[src/rtl/div_sched_pkg.sv]
// Shared types for the divide reservation station and issue controller.
// Entry layout, tag constants, RV32M divide funct3 codes, issue FSM states.
package div_sched_pkg;

    // Operand/result width and ROB/CDB tag width shared by all entries
    localparam int XLEN  = 32;
    localparam int TAG_W = 6;

    // Tag 0 means "no producer" and never matches a CDB broadcast
    localparam logic [TAG_W-1:0] TAG_NONE = '0;

    localparam logic [2:0] F3_DIV  = 3'b100;
    localparam logic [2:0] F3_DIVU = 3'b101;
    localparam logic [2:0] F3_REM  = 3'b110;
    localparam logic [2:0] F3_REMU = 3'b111;

    typedef enum logic {
        IDLE,
        WAIT
    } issue_state_e;

    typedef struct packed {
        logic             valid;
        logic [2:0]       funct3;
        logic [TAG_W-1:0] tag;
        logic [XLEN-1:0]  op1;
        logic             op1_rdy;
        logic [TAG_W-1:0] op1_tag;
        logic [XLEN-1:0]  op2;
        logic             op2_rdy;
        logic [TAG_W-1:0] op2_tag;
    } rs_entry_t;

    // Capture a CDB broadcast into any still-waiting operand of an entry
    function automatic rs_entry_t snoop(
        rs_entry_t        e,
        logic             cv,
        logic [TAG_W-1:0] ct,
        logic [XLEN-1:0]  cd
    );
        rs_entry_t r;
        r = e;
        if (e.valid && cv && (ct != TAG_NONE)) begin
            if (!e.op1_rdy && (e.op1_tag == ct)) begin
                r.op1     = cd;
                r.op1_rdy = 1'b1;
            end
            if (!e.op2_rdy && (e.op2_tag == ct)) begin
                r.op2     = cd;
                r.op2_rdy = 1'b1;
            end
        end
        return r;
    endfunction

endpackage

[src/rtl/div_rs_entry.sv]
// One reservation-station slot: holds an entry, takes a shifted or newly
// dispatched value, and snoops the CDB. Ports: clk/rst, i_flush, i_shift +
// i_shift_in (from slot above), i_load + i_load_data (dispatch), CDB,
// o_entry (current contents), o_ready (both operands present).
module div_rs_entry
    import div_sched_pkg::*;
(
    input  logic             clk,
    input  logic             rst,
    input  logic             i_flush,
    input  logic             i_shift,
    input  rs_entry_t        i_shift_in,
    input  logic             i_load,
    input  rs_entry_t        i_load_data,
    input  logic             i_cdb_valid,
    input  logic [TAG_W-1:0] i_cdb_tag,
    input  logic [XLEN-1:0]  i_cdb_data,
    output rs_entry_t        o_entry,
    output logic             o_ready
);

    rs_entry_t r_entry;
    rs_entry_t w_src;

    // Dispatch lands after the shift, so a load overrides the shifted value
    always_comb begin
        w_src = r_entry;
        if (i_shift) begin
            w_src = i_shift_in;
        end
        if (i_load) begin
            w_src = i_load_data;
        end
    end

    always_ff @(posedge clk or negedge rst) begin
        if (!rst) begin
            r_entry <= '0;
        end else if (i_flush) begin
            r_entry <= '0;
        end else begin
            r_entry <= snoop(w_src, i_cdb_valid, i_cdb_tag, i_cdb_data);
        end
    end

    assign o_entry = r_entry;
    assign o_ready = r_entry.valid & r_entry.op1_rdy & r_entry.op2_rdy;

endmodule

[src/rtl/div_issue_scheduler.sv]
// Reservation station and issue controller for the shared multi-cycle divider.
// Ports: dispatch (disp_*), CDB snoop (cdb_*), divider handshake (div_busy,
// div_queue_en, held div_op1/op2/funct3/tag), flush, q_count occupancy.
module div_issue_scheduler
    import div_sched_pkg::*;
#(
    parameter int DEPTH   = 4,
    parameter int DIV_LAT = 5
) (
    input  logic                       clk,
    input  logic                       rst,
    input  logic                       flush,
    input  logic                       disp_valid,
    output logic                       disp_ready,
    input  logic [2:0]                 disp_funct3,
    input  logic [TAG_W-1:0]           disp_tag,
    input  logic [XLEN-1:0]            disp_op1,
    input  logic                       disp_op1_rdy,
    input  logic [TAG_W-1:0]           disp_op1_tag,
    input  logic [XLEN-1:0]            disp_op2,
    input  logic                       disp_op2_rdy,
    input  logic [TAG_W-1:0]           disp_op2_tag,
    input  logic                       cdb_valid,
    input  logic [TAG_W-1:0]           cdb_tag,
    input  logic [XLEN-1:0]            cdb_data,
    input  logic                       div_busy,
    output logic                       div_queue_en,
    output logic [XLEN-1:0]            div_op1,
    output logic [XLEN-1:0]            div_op2,
    output logic [2:0]                 div_funct3,
    output logic [TAG_W-1:0]           div_tag,
    output logic [$clog2(DEPTH+1)-1:0] q_count
);

    localparam int CW = $clog2(DEPTH + 1);
    localparam int IW = $clog2(DEPTH);
    localparam int LW = $clog2(DIV_LAT + 1);

    issue_state_e r_state;
    issue_state_e w_state_nx;
    logic [LW-1:0] r_cnt;
    logic [LW-1:0] w_cnt_nx;
    logic [CW-1:0] r_count;
    logic [CW-1:0] w_cnt_post;

    logic [XLEN-1:0]  r_op1;
    logic [XLEN-1:0]  r_op2;
    logic [2:0]       r_funct3;
    logic [TAG_W-1:0] r_tag;

    rs_entry_t        w_ent [DEPTH];
    logic [DEPTH-1:0] w_rdy;
    logic [DEPTH-1:0] w_shift;
    logic [DEPTH-1:0] w_load;
    rs_entry_t        w_load_data;
    rs_entry_t        w_sel_ent;
    logic [IW-1:0]    w_sel;
    logic             w_any;
    logic             w_issue;
    logic             w_disp;
    logic             w_disp_ready;

    // Ready is judged on pre-issue occupancy, so a full queue stays closed
    assign w_disp_ready = (r_count < CW'(DEPTH));
    assign w_disp       = disp_valid & w_disp_ready & ~flush;
    assign w_cnt_post   = r_count - CW'(w_issue);

    always_comb begin
        w_load_data         = '0;
        w_load_data.valid   = 1'b1;
        w_load_data.funct3  = disp_funct3;
        w_load_data.tag     = disp_tag;
        w_load_data.op1     = disp_op1;
        w_load_data.op1_rdy = disp_op1_rdy;
        w_load_data.op1_tag = disp_op1_tag;
        w_load_data.op2     = disp_op2;
        w_load_data.op2_rdy = disp_op2_rdy;
        w_load_data.op2_tag = disp_op2_tag;
    end

    // Oldest ready entry wins, even if an older one is still waiting
    always_comb begin
        w_any = 1'b0;
        w_sel = '0;
        for (int i = DEPTH - 1; i >= 0; i--) begin
            if (w_rdy[i]) begin
                w_any = 1'b1;
                w_sel = IW'(i);
            end
        end
    end

    assign w_sel_ent = w_ent[w_sel];

    // Entries at and above the issued slot move down one place
    always_comb begin
        w_shift = '0;
        w_load  = '0;
        for (int i = 0; i < DEPTH; i++) begin
            w_shift[i] = w_issue && (i >= int'(w_sel));
            w_load[i]  = w_disp && (w_cnt_post == CW'(i));
        end
    end

    for (genvar g = 0; g < DEPTH; g++) begin : g_ent
        rs_entry_t w_up;
        if (g == DEPTH - 1) begin : g_top
            assign w_up = '0;
        end else begin : g_mid
            assign w_up = w_ent[g+1];
        end

        div_rs_entry u_ent (
            .clk         (clk),
            .rst         (rst),
            .i_flush     (flush),
            .i_shift     (w_shift[g]),
            .i_shift_in  (w_up),
            .i_load      (w_load[g]),
            .i_load_data (w_load_data),
            .i_cdb_valid (cdb_valid),
            .i_cdb_tag   (cdb_tag),
            .i_cdb_data  (cdb_data),
            .o_entry     (w_ent[g]),
            .o_ready     (w_rdy[g])
        );
    end

    // r_cnt counts cycles left until the divider result cycle (cnt==0)
    always_comb begin
        w_state_nx = r_state;
        w_cnt_nx   = r_cnt;
        w_issue    = 1'b0;
        unique case (r_state)
            IDLE: begin
                if (w_any && !div_busy && !flush) begin
                    w_issue    = 1'b1;
                    w_state_nx = WAIT;
                    w_cnt_nx   = LW'(DIV_LAT - 1);
                end
            end
            WAIT: begin
                if (r_cnt == '0) begin
                    w_state_nx = IDLE;
                end else begin
                    w_cnt_nx = r_cnt - LW'(1);
                end
            end
        endcase
    end

    always_ff @(posedge clk or negedge rst) begin
        if (!rst) begin
            r_state <= IDLE;
            r_cnt   <= '0;
        end else begin
            r_state <= w_state_nx;
            r_cnt   <= w_cnt_nx;
        end
    end

    always_ff @(posedge clk or negedge rst) begin
        if (!rst) begin
            r_count <= '0;
        end else if (flush) begin
            r_count <= '0;
        end else begin
            r_count <= w_cnt_post + CW'(w_disp);
        end
    end

    // The divider does not latch operands, so keep them until the next issue
    always_ff @(posedge clk or negedge rst) begin
        if (!rst) begin
            r_op1    <= '0;
            r_op2    <= '0;
            r_funct3 <= '0;
            r_tag    <= '0;
        end else if (w_issue) begin
            r_op1    <= w_sel_ent.op1;
            r_op2    <= w_sel_ent.op2;
            r_funct3 <= w_sel_ent.funct3;
            r_tag    <= w_sel_ent.tag;
        end
    end

    assign div_queue_en = w_issue;
    assign div_op1      = w_issue ? w_sel_ent.op1 : r_op1;
    assign div_op2      = w_issue ? w_sel_ent.op2 : r_op2;
    assign div_funct3   = w_issue ? w_sel_ent.funct3 : r_funct3;
    assign div_tag      = w_issue ? w_sel_ent.tag : r_tag;
    assign disp_ready   = w_disp_ready;
    assign q_count      = r_count;

endmodule

[config.mk]
export PLATFORM = sky130hd
export DESIGN_NAME = div_issue_scheduler
export DESIGN_NICKNAME = d
export VERILOG_FILES = /design/src/rtl/div_sched_pkg.sv /design/src/rtl/div_rs_entry.sv /design/src/rtl/div_issue_scheduler.sv
export SDC_FILE = /design/constraint.sdc
export NUM_CORES = 1
export LEC_CHECK = 0
export CAP_MARGIN = 20
export CORE_AREA = 10 10 276 278
export DETAILED_ROUTE_END_ITERATION = 16
export DIE_AREA = 0 0 286 288
export MAX_ROUTING_LAYER = met4
export PLACE_DENSITY = 0.69
export SYNTH_ARGS = -nofsm -noshare
export SYNTH_HDL_FRONTEND = slang
export SYNTH_HIERARCHICAL = 1
export SYNTH_SLANG_ARGS = --single-unit
[constraint.sdc]
create_clock -name clk -period 5.2 [get_ports clk]
set_input_delay 1.3 -clock clk [delete_from_list [all_inputs] [get_ports clk]]
set_output_delay 1.3 -clock clk [all_outputs]
set_load 0.05 [all_outputs]
==> results of run 1 <==
-- power groups by stage --
stage               Sequential, uW  Clock (uW)  Combinational (uW)
CTS                           3550        3680                1080
global route                  3560        3810                1180
finish                        3550        3630                1090
global placement              3600           0                1070
detailed placement            3600           0                1080
floorplan                     3590           0                 586
-- layout make-up --
cell class                 instances  area [um2]
antenna                           17        42.5
clock buffer                      75        1480
clock inverter                    18         178
fill                            6725       37400
inverter                          16        82.6
multi-input combinational       2402       16300
sequential                       432       10800
tap                              950        1190
timing repair buffer             354        3380
-- state kept, by name, summed over array words and instances (netlist names) --
register	cells
r_op2	32
r_op1	32
r_funct3	3
r_state	1
q_count	3
r_cnt	3
r_tag	6
g_ent.u_ent/o_entry	352
-- metal layers --
| layer | vias up | GRT usage, % | share of wire [%] |
|---|---|---|---|
| met4 | 0 | 8.86 | 3.4 |
| met3 | 219 | 5.05 | 8.4 |
| met1 | 12400 | 30.8 | 42 |
| met5 | - | - | 0 |
| met2 | 1144 | 37.4 | 46 |
| li1 | 11500 | - | - |
-- stage by stage --
| step | power [uW] | area [um2] |
|---|---|---|
| CTS | 8310 | 33400 |
| detailed placement | 4680 | 31800 |
| finish | 8260 | 33500 |
| global route | 8550 | 33400 |
| global placement | 4670 | 31800 |
| floorplan | 4180 | 28400 |
-- critical path, delay by kind of cell --
family / cells / cell delay [ns]
and+or+nand+nor: 2 / 0.54
AOI/OAI and AO/OA: 2 / 0.55
buffers and inverters: 4 / 1.09
-- worst min-delay path by stage --
stage,start,to,slack (ns),depth (start not counted)
floorplan,r_cnt[0],r_cnt[0],0.46,1
global placement,r_op1[18],r_op1[18],0.47,1
detailed placement,r_op1[18],r_op1[18],0.48,1
CTS,r_op1[18],r_op1[18],0.49,1
global route,r_op2[20],r_op2[20],0.50,1
finish,r_tag[5],r_tag[5],0.49,1
-- cells by family (layout without fill, tap and decap cells) --
kind of cell             after synthesis  in the layout  share of synthesized area [%]
buffers and inverters                297            463                           4.79
other                                  2            109                         0.0268
XOR/XNOR                               2              2                         0.0625
multiplexers                         613            613                           22.0
AND/OR/NAND/NOR                      935            935                           15.4
flip-flops                           432            432                           38.6
adder cells (fa/ha/maj)                3              3                          0.134
AO/OA/AOI/OAI                        757            757                           19.0
-- synth_stat cells, types with 5 or more instances --
master                     instances  area, um2
sky130_fd_sc_hd__o21ai_0         134        671
sky130_fd_sc_hd__dfrtp_1         432      10800
sky130_fd_sc_hd__inv_1             8       30.0
sky130_fd_sc_hd__nand4_1          16        100
sky130_fd_sc_hd__o31ai_1           5       37.5
sky130_fd_sc_hd__buf_1            18       67.6
sky130_fd_sc_hd__nor4_1           17        106
sky130_fd_sc_hd__and3_1            5       31.3
sky130_fd_sc_hd__o211a_1          28        280
sky130_fd_sc_hd__nand2b_1          7       43.8
sky130_fd_sc_hd__nor2b_1         196       1230
sky130_fd_sc_hd__clkbuf_1        180        676
sky130_fd_sc_hd__and2_1            5       31.3
sky130_fd_sc_hd__mux2i_1         604       6050
sky130_fd_sc_hd__inv_2             8       30.0
sky130_fd_sc_hd__buf_6            20        225
sky130_fd_sc_hd__o221ai_1         73        639
sky130_fd_sc_hd__buf_2            63        315
sky130_fd_sc_hd__a221oi_1         73        639
sky130_fd_sc_hd__o21a_1           73        548
sky130_fd_sc_hd__a21oi_1         117        586
sky130_fd_sc_hd__a211oi_1         80        601
sky130_fd_sc_hd__nand2_1         563       2110
sky130_fd_sc_hd__a211o_1          16        140
sky130_fd_sc_hd__nor2_1           98        368
sky130_fd_sc_hd__o211ai_1        148       1110
==> impl_metrics.prom, run 1 <==
# TYPE chip_impl_metric gauge
chip_impl_metric{name="timing.slew.headroom",unit="%"} 33.7
chip_impl_metric{name="grt_pass1_vias",unit=""} 24700
chip_impl_metric{name="numPlacedInstances",unit=""} 4154
chip_impl_metric{name="vdd_drop_max",unit="V"} 0.000200
chip_impl_metric{name="synth.ff_latch_count",unit=""} 432
chip_impl_metric{name="die_x",unit="um"} 286
chip_impl_metric{name="groute.usage.overall",unit="%"} 24.1
chip_impl_metric{name="yosysSeqAreaShare",unit="%"} 38.6
chip_impl_metric{name="power.clock.fraction",unit="%"} 43.9
chip_impl_metric{name="sequentialPowerShare",unit="%"} 42.9
chip_impl_info{name="cts_tree",value="done"} 1
chip_impl_metric{name="max_cap_violations",unit=""} 0
chip_impl_metric{name="detailroute.via_count",unit=""} 25200
chip_impl_metric{name="cts_hold_buffers",unit=""} 0
chip_impl_info{name="run_status",value="completed"} 1
chip_impl_metric{name="cp_data_arrival_time",unit="ns"} 3.53
chip_impl_metric{name="floorplan.initialDensity",unit="%"} 39.6
chip_impl_info{name="crit_chain",value="clkdlybuf4s50_1, nor3_1, nand2b_1, inv_8, buf_12, o221ai_1, o21a_1, buf_4"} 1
chip_impl_metric{name="dp_hpwl",unit="um"} 63100
chip_impl_metric{name="area_growth",unit="%"} 19.4
chip_impl_metric{name="clock_insertion_delay_worst_skew",unit="ns"} 0.61
chip_impl_metric{name="routabilityCongestion",unit=""} 0.875
chip_impl_metric{name="post_synth_edffs",unit=""} 0
chip_impl_metric{name="postRouteAntennaNets",unit=""} 0
chip_impl_info{name="critical_path.slowest_cell",value="sky130_fd_sc_hd__clkdlybuf4s50_1"} 1
chip_impl_metric{name="ctsLongestPathBuffers",unit=""} 3
chip_impl_metric{name="drive_gt1_share",unit="%"} 10.4
chip_impl_info{name="synth_flop_cell",value="sky130_fd_sc_hd__dfrtp_1"} 1
chip_impl_metric{name="cts_made_buffers",unit=""} 51
chip_impl_metric{name="critPathMaxFanout",unit=""} 32
chip_impl_metric{name="crit_path_max_cell_delay",unit="ns"} 0.42
chip_impl_metric{name="timing.final.hold_violations",unit=""} 0
chip_impl_metric{name="worstMarginPinSlew",unit="ns"} 0.995
chip_impl_metric{name="achievable-frequency",unit="MHz"} 207
chip_impl_metric{name="grt_pass1_wl",unit="um"} 152000
chip_impl_metric{name="vias_per_cell",unit=""} 5.91
chip_impl_metric{name="min_setup_slack_post_route",unit="ns"} 0.369
chip_impl_metric{name="chipHeight",unit="um"} 288
chip_impl_metric{name="worst-r2r-setup-slack",unit="ns"} 1.16
chip_impl_metric{name="worst-r2r-cell-count",unit=""} 16
chip_impl_metric{name="post_cts_setup_buffer_count",unit=""} 0
chip_impl_metric{name="antenna_found_initial",unit=""} 13
chip_impl_metric{name="routedWlPerCell",unit="um"} 23.4
chip_impl_metric{name="period_minus_slack",unit="ns"} 4.83
chip_impl_metric{name="power.switching",unit="uW"} 2290
chip_impl_metric{name="timing.clock.skew",unit="ns"} 0.0316
chip_impl_metric{name="yosysWarnings",unit=""} 6
chip_impl_metric{name="placement_setup_slack",unit="ns"} 0.0568
chip_impl_metric{name="fp.dieArea",unit="um2"} 82400
chip_impl_info{name="layout.cells.most_common",value="sky130_fd_sc_hd__mux2i_1"} 1
chip_impl_metric{name="floorplan.rows",unit=""} 98
chip_impl_metric{name="synth.cell_area",unit="um2"} 28000
chip_impl_metric{name="utilization_after_layout",unit="%"} 47.2
chip_impl_metric{name="ctsResizeCount",unit=""} 0
chip_impl_metric{name="clk_transition_reported_paths",unit="ns"} 0.05
chip_impl_metric{name="library_cells_used_by_synthesis",unit=""} 48
chip_impl_metric{name="core_region_area",unit="um2"} 70900
chip_impl_info{name="cp_endpoint_kind",value="output pin"} 1
chip_impl_info{name="worst_setup_path_endpoint",value="div_op1[0]"} 1
chip_impl_metric{name="power-per-cell-area",unit="nW/um2"} 247
chip_impl_metric{name="static-leakage-power",unit="uW"} 0.0143
chip_impl_info{name="layout_common_cells",value="604 x sky130_fd_sc_hd__mux2i_1, 563 x sky130_fd_sc_hd__nand2_1, 432 x sky130_fd_sc_hd__dfrtp_1"} 1
chip_impl_metric{name="tritoncts_num_sinks",unit=""} 432
chip_impl_metric{name="drt-total-wl",unit="um"} 99900
chip_impl_info{name="timing.setup.critical_path_class",value="in2out"} 1
chip_impl_metric{name="combPwrFrac",unit="%"} 13.2
chip_impl_info{name="startpoint",value="div_busy"} 1
chip_impl_info{name="start_kind",value="input port"} 1
chip_impl_metric{name="netSwitchingFraction",unit="%"} 27.7
chip_impl_info{name="clock-root-buffer",value="sky130_fd_sc_hd__clkbuf_16"} 1
chip_impl_metric{name="h_tree_level_count",unit=""} 2
chip_impl_metric{name="num_io_pins",unit=""} 209
chip_impl_metric{name="route.detailed.drc",unit=""} 0
chip_impl_info{name="hold_crit_path_type",value="reg2reg"} 1
chip_impl_metric{name="buffer_ports.inserted",unit=""} 208
chip_impl_metric{name="timing_max_transition_violations_final",unit=""} 0
chip_impl_metric{name="post_route_fraction_of_the_period_consumed_by_the_critical_path",unit="%"} 92.9
chip_impl_metric{name="stdcell_count",unit=""} 4264
chip_impl_info{name="rsz0062_at_grt",value="no"} 1
chip_impl_metric{name="syn-instance-count",unit=""} 3041
chip_impl_info{name="worst_r2r_endpoint",value="g_ent[1].u_ent/o_entry[53]"} 1
chip_impl_metric{name="detailedRoute.firstIterationViolations",unit=""} 2501
chip_impl_metric{name="critPathRequiredTime",unit="ns"} 3.90
chip_impl_metric{name="dr.pass1.iters",unit=""} 5
chip_impl_info{name="regToRegStartpoint",value="g_ent[2].u_ent/o_entry[6]"} 1
chip_impl_metric{name="grt_overflow_total",unit=""} 0
chip_impl_metric{name="synth.avg_cell_area",unit="um2"} 9.22
chip_impl_metric{name="power_report.internal_total",unit="uW"} 5970
chip_impl_metric{name="async_set_or_reset_flop_fraction_in_the_synthesized_netlist",unit="%"} 100
chip_impl_metric{name="fin_setup_tns",unit="ns"} 0
chip_impl_metric{name="worst_hold_slack",unit="ns"} 0.488
chip_impl_metric{name="finalSetupViolCount",unit=""} 0
chip_impl_metric{name="grt_max_degree",unit=""} 150
chip_impl_metric{name="final_nets",unit=""} 3391
Power figures use the tool's default switching activity.
==> run 2, diff against run 1 <==
- SLEW_MARGIN: unset -> 20
==> results of run 2 <==
Same layout as run 1: the final DEF is identical, and so are final timing and power.
